--- src/rtl/clkdiv_pkg.sv ---
// Shared constants for the programmable clock divider: default counter width,
// ratio in force after reset, and the period-counter width.
package clkdiv_pkg;

    localparam int DEF_CNT_W    = 8;
    localparam int DEF_DIV      = 6;
    localparam int PERIOD_CNT_W = 16;

endpackage

--- src/rtl/clk_divider_prog_if.sv ---
// Control/status bundle of clk_divider_prog. O_PERIODS exists only when
// CLKDIV_PERIOD_CNT_EN is defined.
interface clk_divider_prog_if
    import clkdiv_pkg::*;
#(
    parameter int CNT_W = DEF_CNT_W
);
    logic             en;
    logic [CNT_W-1:0] div_in;
    logic             div_load;
    logic             div_pend;
    logic             div_err;
    logic [CNT_W-1:0] cur_div;
    logic             O_CLK;
    logic             O_TICK;
`ifdef CLKDIV_PERIOD_CNT_EN
    logic [PERIOD_CNT_W-1:0] O_PERIODS;
`endif

`ifdef CLKDIV_PERIOD_CNT_EN
    modport master (output en, div_in, div_load,
                    input  div_pend, div_err, cur_div, O_CLK, O_TICK, O_PERIODS);
    modport slave  (input  en, div_in, div_load,
                    output div_pend, div_err, cur_div, O_CLK, O_TICK, O_PERIODS);
`else
    modport master (output en, div_in, div_load,
                    input  div_pend, div_err, cur_div, O_CLK, O_TICK);
    modport slave  (input  en, div_in, div_load,
                    output div_pend, div_err, cur_div, O_CLK, O_TICK);
`endif

endinterface

--- src/rtl/clkdiv_ratio_reg.sv ---
// Ratio bookkeeping: holds the ratio in force, a pending ratio waiting for the
// next period boundary, and the zero-ratio error pulse.
module clkdiv_ratio_reg
    import clkdiv_pkg::*;
#(
    parameter int CNT_W       = DEF_CNT_W,
    parameter int DEFAULT_DIV = DEF_DIV
) (
    input  logic             clk_i,
    input  logic             rst_i,
    input  logic             period_end_i,
    input  logic             div_load_i,
    input  logic [CNT_W-1:0] div_in_i,
    output logic [CNT_W-1:0] cur_div_o,
    output logic [CNT_W-1:0] pend_div_o,
    output logic             div_pend_o,
    output logic             div_err_o,
    output logic             apply_o
);
    localparam logic [CNT_W-1:0] DIV_RST = CNT_W'(DEFAULT_DIV);

    logic [CNT_W-1:0] cur_div_q, cur_div_d;
    logic [CNT_W-1:0] pend_div_q, pend_div_d;
    logic             div_pend_q, div_pend_d;
    logic             div_err_q, div_err_d;
    logic             load_ok;

    assign load_ok = div_load_i && (div_in_i != '0);
    assign apply_o = period_end_i && div_pend_q;

    // The old pending value is applied before a same-cycle load replaces it.
    always_comb begin
        cur_div_d  = cur_div_q;
        pend_div_d = pend_div_q;
        div_pend_d = div_pend_q;
        div_err_d  = div_load_i && (div_in_i == '0);
        if (apply_o) begin
            cur_div_d  = pend_div_q;
            div_pend_d = 1'b0;
        end
        if (load_ok) begin
            pend_div_d = div_in_i;
            div_pend_d = 1'b1;
        end
    end

    always_ff @(posedge clk_i) begin
        if (rst_i) begin
            cur_div_q  <= DIV_RST;
            pend_div_q <= '0;
            div_pend_q <= 1'b0;
            div_err_q  <= 1'b0;
        end else begin
            cur_div_q  <= cur_div_d;
            pend_div_q <= pend_div_d;
            div_pend_q <= div_pend_d;
            div_err_q  <= div_err_d;
        end
    end

    assign cur_div_o  = cur_div_q;
    assign pend_div_o = pend_div_q;
    assign div_pend_o = div_pend_q;
    assign div_err_o  = div_err_q;

endmodule

--- src/rtl/clk_divider_prog.sv ---
// Runtime-programmable clock divider with enable, one-cycle tick and glitch-free
// ratio reload. Optional O_PERIODS counter under CLKDIV_PERIOD_CNT_EN.
module clk_divider_prog
    import clkdiv_pkg::*;
#(
    parameter int CNT_W       = DEF_CNT_W,
    parameter int DEFAULT_DIV = DEF_DIV
) (
    input  logic               I_CLK,
    input  logic               rst,
    clk_divider_prog_if.slave  bus
);
    localparam logic [CNT_W-1:0] DIV_RST = CNT_W'(DEFAULT_DIV);
    localparam logic [CNT_W-1:0] ONE     = CNT_W'(1);

    logic [CNT_W-1:0] cnt_q, cnt_d;
    logic [CNT_W-1:0] cur_div, pend_div, n_eff;
    logic             div_pend, div_err, apply;
    logic             wrap;
    logic             clk_q, clk_d;
    logic             tick_q, tick_d;

    assign wrap = (cnt_q == (cur_div - ONE));

    clkdiv_ratio_reg #(
        .CNT_W       (CNT_W),
        .DEFAULT_DIV (DEFAULT_DIV)
    ) u_ratio (
        .clk_i        (I_CLK),
        .rst_i        (rst),
        .period_end_i (bus.en && wrap),
        .div_load_i   (bus.div_load),
        .div_in_i     (bus.div_in),
        .cur_div_o    (cur_div),
        .pend_div_o   (pend_div),
        .div_pend_o   (div_pend),
        .div_err_o    (div_err),
        .apply_o      (apply)
    );

    // On the apply edge the outputs already follow the newly applied ratio.
    always_comb begin
        cnt_d  = cnt_q;
        clk_d  = clk_q;
        tick_d = 1'b0;
        n_eff  = apply ? pend_div : cur_div;
        if (bus.en) begin
            cnt_d  = wrap ? '0 : cnt_q + ONE;
            tick_d = (cnt_d == '0);
            clk_d  = (n_eff == ONE) || (cnt_d < (n_eff >> 1));
        end
    end

    always_ff @(posedge I_CLK) begin
        if (rst) begin
            cnt_q  <= DIV_RST - ONE;
            clk_q  <= 1'b0;
            tick_q <= 1'b0;
        end else begin
            cnt_q  <= cnt_d;
            clk_q  <= clk_d;
            tick_q <= tick_d;
        end
    end

`ifdef CLKDIV_PERIOD_CNT_EN
    logic [PERIOD_CNT_W-1:0] periods_q, periods_d;

    assign periods_d = tick_d ? periods_q + PERIOD_CNT_W'(1) : periods_q;

    always_ff @(posedge I_CLK) begin
        if (rst) periods_q <= '0;
        else     periods_q <= periods_d;
    end

    assign bus.O_PERIODS = periods_q;
`else
    // Period counter not built in this configuration.
`endif

    assign bus.O_CLK    = clk_q;
    assign bus.O_TICK   = tick_q;
    assign bus.cur_div  = cur_div;
    assign bus.div_pend = div_pend;
    assign bus.div_err  = div_err;

endmodule
--- src/flat_wrapper.sv ---
// flat-port wrapper written by rule: the top's interface ports become plain ports
module clk_divider_prog_flat import clkdiv_pkg::*;
#(
    parameter int CNT_W       = DEF_CNT_W,
    parameter int DEFAULT_DIV = DEF_DIV
)
  (I_CLK, rst, bus_en, bus_div_in, bus_div_load, bus_div_pend, bus_div_err, bus_cur_div, bus_O_CLK, bus_O_TICK);
  clk_divider_prog_if #(.CNT_W(CNT_W)) bus_i ();
  input  logic I_CLK;
  input  logic rst;
  input wire logic [$bits(bus_i.en)-1:0] bus_en;
  input wire logic [$bits(bus_i.div_in)-1:0] bus_div_in;
  input wire logic [$bits(bus_i.div_load)-1:0] bus_div_load;
  output wire logic [$bits(bus_i.div_pend)-1:0] bus_div_pend;
  output wire logic [$bits(bus_i.div_err)-1:0] bus_div_err;
  output wire logic [$bits(bus_i.cur_div)-1:0] bus_cur_div;
  output wire logic [$bits(bus_i.O_CLK)-1:0] bus_O_CLK;
  output wire logic [$bits(bus_i.O_TICK)-1:0] bus_O_TICK;
  assign bus_i.en = bus_en;
  assign bus_i.div_in = bus_div_in;
  assign bus_i.div_load = bus_div_load;
  assign bus_div_pend = bus_i.div_pend;
  assign bus_div_err = bus_i.div_err;
  assign bus_cur_div = bus_i.cur_div;
  assign bus_O_CLK = bus_i.O_CLK;
  assign bus_O_TICK = bus_i.O_TICK;
  clk_divider_prog #(.CNT_W(CNT_W), .DEFAULT_DIV(DEFAULT_DIV)) u_core (.I_CLK(I_CLK), .rst(rst), .bus(bus_i));
endmodule
--- config.mk ---
export PLATFORM = sky130hd
export DESIGN_NAME = clk_divider_prog_flat
export DESIGN_NICKNAME = d
export VERILOG_FILES = /design/src/rtl/clkdiv_pkg.sv /design/src/rtl/clk_divider_prog_if.sv /design/src/rtl/clkdiv_ratio_reg.sv /design/src/rtl/clk_divider_prog.sv /design/src/flat_wrapper.sv
export SDC_FILE = /design/constraint.sdc
export NUM_CORES = 1
export LEC_CHECK = 0
export CAP_MARGIN = 30
export CORE_MARGIN = 1
export CORE_UTILIZATION = 28
export DETAILED_ROUTE_END_ITERATION = 10
export GPL_TIMING_DRIVEN = 0
export PLACE_DENSITY = 0.45
export SYNTH_ARGS = -nofsm -noshare
export SYNTH_HDL_FRONTEND = slang
export SYNTH_HIERARCHICAL = 1
export SYNTH_SLANG_ARGS = --single-unit
--- constraint.sdc ---
create_clock -name I_CLK -period 4.97 [get_ports I_CLK]
set_input_delay 0.994 -clock I_CLK [delete_from_list [all_inputs] [get_ports I_CLK]]
set_output_delay 0.994 -clock I_CLK [all_outputs]
set_load 0.01 [all_outputs]
==> metrics.cfg, run 1 <==
[sta]
setup-violations-final=0
finalSetupTns_ns=0
fmaxAchievable_ghz=0.220
final_hold_viol_count=0
fin_ws_ns=0.429
min_period_ns=4.54
period_share_pct=91.4
rsz0062_at_grt=false
drv_slew=0
relSlewSlack_pct=66.1
worst_pin_slew_ns=0.509
skew_ns=0.00546

[setup_path]
startpoint_type=flop
cp_data_required_time_ns=5.20
ff2ff_setup_slack_ns=0.43
critical_path_arrival_ns=4.78
critical_path_class=flop to flop
path_max_fanout=17
rr_worst_depth=17
end_kind=flop

[synth]
synth_area_mm2=0.00185
ys_ff_latch=28
synth_top_flop_cell=dfxtp_1
synthArstFlopShare_pct=0
synth_edf_count=0
synth_cell_type_count=44
syn_area_per_cell_um2=7.89
syn_nets=255
ys_seq_area_share_pct=30.2
syn_inst=235
yosys_warnings=6

[power]
pwr-share-seq_pct=37.4
power_frac_comb_pct=36.3
power_mw=0.704
p_clk_share_pct=26.3
p_per_area_mw_per_mm2=314
ir_drop_uv=120
leakagePower_nw=0.868
p_int_mw=0.463
switching_share_pct=34.2
p_switching_mw=0.241

[cells_and_area]
area_growth_pct=20.9
drive_gt1_share_pct=5.38
final_area_mm2=0.00224
finalNetCount=281
seqCellArea_um2=561
multiInputGateArea_mm2=0.00116
layout_common_cells=dfxtp_1, nand2_1, clkdlybuf4s50_1
layout_commonest_cell=dfxtp_1
diodes=0
fillerInstances=695

[run]
drv_cap=0

[route]
vias_per_cell=5.02
routedWlPerCell_um=14.6
wl_um=4910
drt_iter0_markers=58
num_vias=1692
drc_errors=0
first_pass_iters=4
ant_nets=0

[clocking]
cts_buffers=3
cts_tree=done
cts.sinks=28
post_cts_buffers=0
clk_latency_ns=0.28
cts.path.max_buffers=2
htreeDepth=1
cts.clk_slew.worst_paths_ns=0.11
cts_root_buf=clkbuf_8

[placed_design]
dp_hpwl_um=3730
place_congestion=0.822
place_ws_ns=0.126
placed_cell_area_mm2=0.00217
port_buffers=22

[floorplanning]
initial_core_util_pct=29.0
die_h_um=83.4
coreArea_mm2=0.00639
die_w_um=83.4
design.die.area_mm2=0.00695
io_pins=24
rows=29

[grt]
grt_max_degree=17
antenna_found_initial=0
grtUsageTotal_pct=14.8
grt_pass1_vias=1620
grt_overflow=0
grt_pass1_wl_um=8250

[min_path]
hold_depth=2
hold_path_class=flop to flop

[outcome]
outcome=finished, final reports clean

[per-layer routing]
metal  wire, µm  global-route usage (%)  vias up
li1           -                       -      882
met3         96                    1.59        2
met5          0                       0        -
met4         29                    3.92        0
met1       2550                    21.2      787
met2       2230                    23.4       21
[path summary, 6_finish.rpt]
path / from / to
setup reg to reg: u_core/u_ratio/cur_div_o[0]$_SDFFE_PP0P_ / u_core/bus.O_CLK$_SDFFE_PP0P_
hold reg to reg: u_core/u_ratio/pend_div_o[5]$_SDFFE_PP0P_ / u_core/u_ratio/cur_div_o[5]$_SDFFE_PP0P_
setup / recovery: u_core/u_ratio/cur_div_o[0]$_SDFFE_PP0P_ / u_core/bus.O_CLK$_SDFFE_PP0P_
hold / removal: u_core/u_ratio/pend_div_o[5]$_SDFFE_PP0P_ / u_core/u_ratio/cur_div_o[5]$_SDFFE_PP0P_
[worst max-delay path: stages, from the launching register on]
cell and delay [ns]:
dfxtp_1 0.45, inv_1 0.11, ha_1 0.26, nor4b_4 0.15, xnor2_1 0.13, or4_1 0.39, a2111o_1 0.56, buf_2 0.24
nor2_1 0.15, nand2_1 0.28, clkinvlp_4 0.39, mux2i_1 0.34, ha_1 0.30, a21o_1 0.16, a211oi_1 0.25, nor2_1 0.06
a21oi_1 0.13, o31a_1 0.14
[area by class of cell]
class                   instances  share of cell area (%)
inverters                      18                    3.18
well taps                      77                    4.30
clock buffers                   3                    1.84
repair buffers                 22                    9.83
plain buffers                  14                    2.79
multi-input cells             174                    51.7
clock inverters                 1                    1.34
flip-flops and latches         28                    25.0
[synthesized netlist by cell type, types with 2 or more instances]
library cell	number	share of area (%)
a21o_1	3	1.2
nor3_1	5	1.4
nor3b_1	5	2.0
o21ai_1	10	2.7
inv_1	17	3.4
and2_1	6	2.0
a211oi_1	4	1.6
nand2_1	27	5.5
o31ai_1	2	0.81
mux2i_1	7	3.8
nor4b_1	3	1.4
o21ai_0	2	0.54
nand3_1	13	3.5
xor2_1	10	4.7
clkbuf_1	12	2.4
nor2_1	9	1.8
a21oi_1	19	5.1
and3_1	5	1.7
a311oi_1	8	3.8
xnor2_1	7	3.3
ha_1	8	5.4
buf_2	2	0.54
dfxtp_1	28	30
a31oi_1	2	0.68
nor4_2	2	1.4
[registers in the layout, summed over array words and instances (netlist names)]
register,count
u_core/u_ratio/div_pend_o,1
u_core/u_ratio/div_err_o,1
u_core/bus.O_TICK,1
u_core/bus.O_CLK,1
u_core/u_ratio/pend_div_o,8
u_core/cnt_q,8
u_core/u_ratio/cur_div_o,8
[kinds of logic after synthesis]
| kind of cell | share of synthesized area, % |
|---|---|
| AOI/OAI and AO/OA | 19.4 |
| xor gates and xnor gates | 8.03 |
| adders and majority gates | 5.40 |
| buffers and inverters | 7.22 |
| DFF | 30.2 |
| muxes | 3.78 |
| and+or+nand+nor | 25.9 |
[per-stage QoR]
step	instances	hold slack, ns	utilization (%)
after floorplan	235	0.444	-
after global placement	334	0.477	34.0
after detailed placement	334	0.476	34.0
after CTS	338	0.493	35.1
after global routing	337	0.513	35.1
final	337	0.488	35.1
[power by group through the flow]
| stage | clock (mW) | sequential [mW] | combinational, mW |
|---|---|---|---|
| floorplan | 0 | 0.267 | 0.173 |
| global placement | 0 | 0.269 | 0.256 |
| detailed placement | 0 | 0.268 | 0.255 |
| CTS | 0.196 | 0.264 | 0.257 |
| global route | 0.203 | 0.266 | 0.287 |
| finish | 0.185 | 0.263 | 0.256 |
[repair_timing]
action / 4_1_cts / 5_1_grt
setup endpoints to repair: 0 / 1
resized for setup: 0 / 1
hold buffers: 0 / 0
Note: power is estimated with default switching activity, not from simulation.
==> inputs of run 2 (changes only) <==
--- a/config.mk
+++ b/config.mk
@@ -5,7 +5,6 @@
 export SDC_FILE = /design/constraint.sdc
 export NUM_CORES = 1
 export LEC_CHECK = 0
-export CAP_MARGIN = 30
 export CORE_MARGIN = 1
 export CORE_UTILIZATION = 28
 export DETAILED_ROUTE_END_ITERATION = 10
==> results of run 2 <==
The final DEF is identical to that of run 1; final timing and power are the same.
==> inputs of run 3 (changes only) <==
--- a/config.mk
+++ b/config.mk
@@ -5,7 +5,7 @@
 export SDC_FILE = /design/constraint.sdc
 export NUM_CORES = 1
 export LEC_CHECK = 0
-export CORE_MARGIN = 1
+export CORE_MARGIN = 10
 export CORE_UTILIZATION = 28
 export DETAILED_ROUTE_END_ITERATION = 10
 export GPL_TIMING_DRIVEN = 0
==> run 3 against run 2 <==
Net effect:
- design area shrank 0.89%
- total power shrank 5.6%
- global-route usage shrank 4.8 points
- sequential cell count is the same
- routed wire length grew 4.7%
- combinational power is essentially flat
- sequential share of layout area grew 0.23 points
- critical endpoint unchanged
==> metrics.cfg, run 3 (synthesized netlist as in run 1, its figures left out) <==
[clocking]
cts_root_buf=clkbuf_8
cts.clk_slew.worst_paths_ns=0.10
htreeDepth=1
post_cts_buffers=0
cts.sinks=28
cts_tree=done
cts_buffers=3
clk_latency_ns=0.28
ctsResizeCount=0
cts.path.max_buffers=2
cts_hold_buf=0

[outcome]
outcome=finished, final reports clean

[placed_design]
place_ws_ns=0.116
dp_hpwl_um=3990
port_buffers=22
place_congestion=0.817

[cells_and_area]
utilization_pct=34.8
finalNetCount=281
layout_commonest_cell=dfxtp_1
diodes=0
layout_common_cells=dfxtp_1, nand2_1, clkdlybuf4s50_1
drive_gt1_share_pct=5.00
area_growth_pct=19.9

[setup_path]
crit_path_cell_trace=inv_1 -> ha_1 -> nor4b_4 -> xnor2_1 -> or4_1 -> a2111o_1 -> buf_2 -> nor2_1 -> nand2_1 -> clkinv_1 -> mux2i_1 -> ha_1 -> a21o_1 -> a211oi_1 -> nor2_1 -> a21oi_1 -> o31a_1
startpoint_type=flop
max_stage_delay_ns=0.55
worst-path-buf-inv=3
cpMaxStageDelayCell=a2111o_1
path_max_fanout=17
cp_data_required_time_ns=5.20
critical_path_arrival_ns=4.78
critical_path_class=flop to flop
end_kind=flop
crit_family=compound AO/OA/AOI/OAI gates

[grt]
grt_pass1_vias=1699
grt_overflow=0
grtUsageTotal_pct=9.96
grt_pass1_wl_um=8420
grt_max_degree=16
antenna_found_initial=0

[sta]
finalSetupTns_ns=0
setup-violations-final=0
min_period_ns=4.55
relSlewSlack_pct=62.8
skew_ns=0.0106
fin_ws_ns=0.421
period_share_pct=91.5
drv_slew=0
worst_pin_slew_ns=0.555
final_hold_viol_count=0
fmaxAchievable_ghz=0.220
rsz0062_at_grt=false

[route]
first_pass_iters=4
wl_um=5140
ant_nets=0
num_vias=1689
drc_errors=0
routedWlPerCell_um=15.2
vias_per_cell=5.01
drt_iter0_markers=103

[power]
leakagePower_nw=0.864
power_mw=0.665
ir_drop_uv=151
p_per_area_mw_per_mm2=299

[run]
drv_cap=0

[floorplanning]
die_h_um=101
initial_core_util_pct=29.0
die_w_um=101
rows=29
coreArea_mm2=0.00639
design.die.area_mm2=0.0103
io_pins=24

[min_path]
hold_path_class=flop to flop

==> run 3: cell count changes in the layout (fill, tap and decap cells not counted) <==
| cell | delta |
|---|---|
| clkinv_1 | +1 |
| clkinvlp_4 | -1 |
| bufinv_16 | -1 |
| clkbuf_8 | +1 |
==> run 3: metal layers <==
metal / up-vias / wire length (µm) / share of wire, % / track usage [%]
li1: 882 / - / - / -
met1: 785 / 2700 / 52 / 13.7
met2: 20 / 2270 / 44 / 15.5
met3: 2 / 140 / 2.7 / 1.77
met4: 0 / 30 / 0.58 / 2.79
met5: - / 0 / 0 / 0
==> run 3: layout make-up <==
cell class	count	area, µm²
Buffer	14	62.6
Clock buffer	4	55.1
Fill cell	693	4170
Inverter	18	67.6
Multi-Input combinational cell	174	1160
Sequential cell	28	561
Tap cell	77	96.3
Timing Repair Buffer	22	220
==> run 3: tightest hold or removal path: stages, from the launching register on <==
cell	delay [ns]
dfxtp_1	0.34
nand2_1	0.06
a21oi_1	0.05
==> run 3: path summary, 6_finish.rpt <==
kind	startpoint	end	slack, ns	cells past startpoint
min	u_core/u_ratio/pend_div_o[5]$_SDFFE_PP0P_	u_core/u_ratio/cur_div_o[5]$_SDFFE_PP0P_	0.49	2
min reg2reg	u_core/u_ratio/pend_div_o[5]$_SDFFE_PP0P_	u_core/u_ratio/cur_div_o[5]$_SDFFE_PP0P_	0.49	2
max	u_core/u_ratio/cur_div_o[0]$_SDFFE_PP0P_	u_core/bus.O_CLK$_SDFFE_PP0P_	0.42	17
max reg2reg	u_core/u_ratio/cur_div_o[0]$_SDFFE_PP0P_	u_core/bus.O_CLK$_SDFFE_PP0P_	0.42	17
==> run 3: metrics by stage <==
stage               instances  hold WS (ns)  area (µm²)
finish                    337         0.495        2220
global route              337         0.526        2220
CTS                       338         0.496        2220
detailed placement        334         0.478        2170
global placement          334         0.469        2170
floorplan                 235         0.444        1850
==> run 3: where the power goes <==
part	internal, mW	leakage, nW	switching [mW]
Clock	0.0710	0.0288	0.0743
Combinational	0.111	0.606	0.145
Sequential	0.244	0.229	0.0198
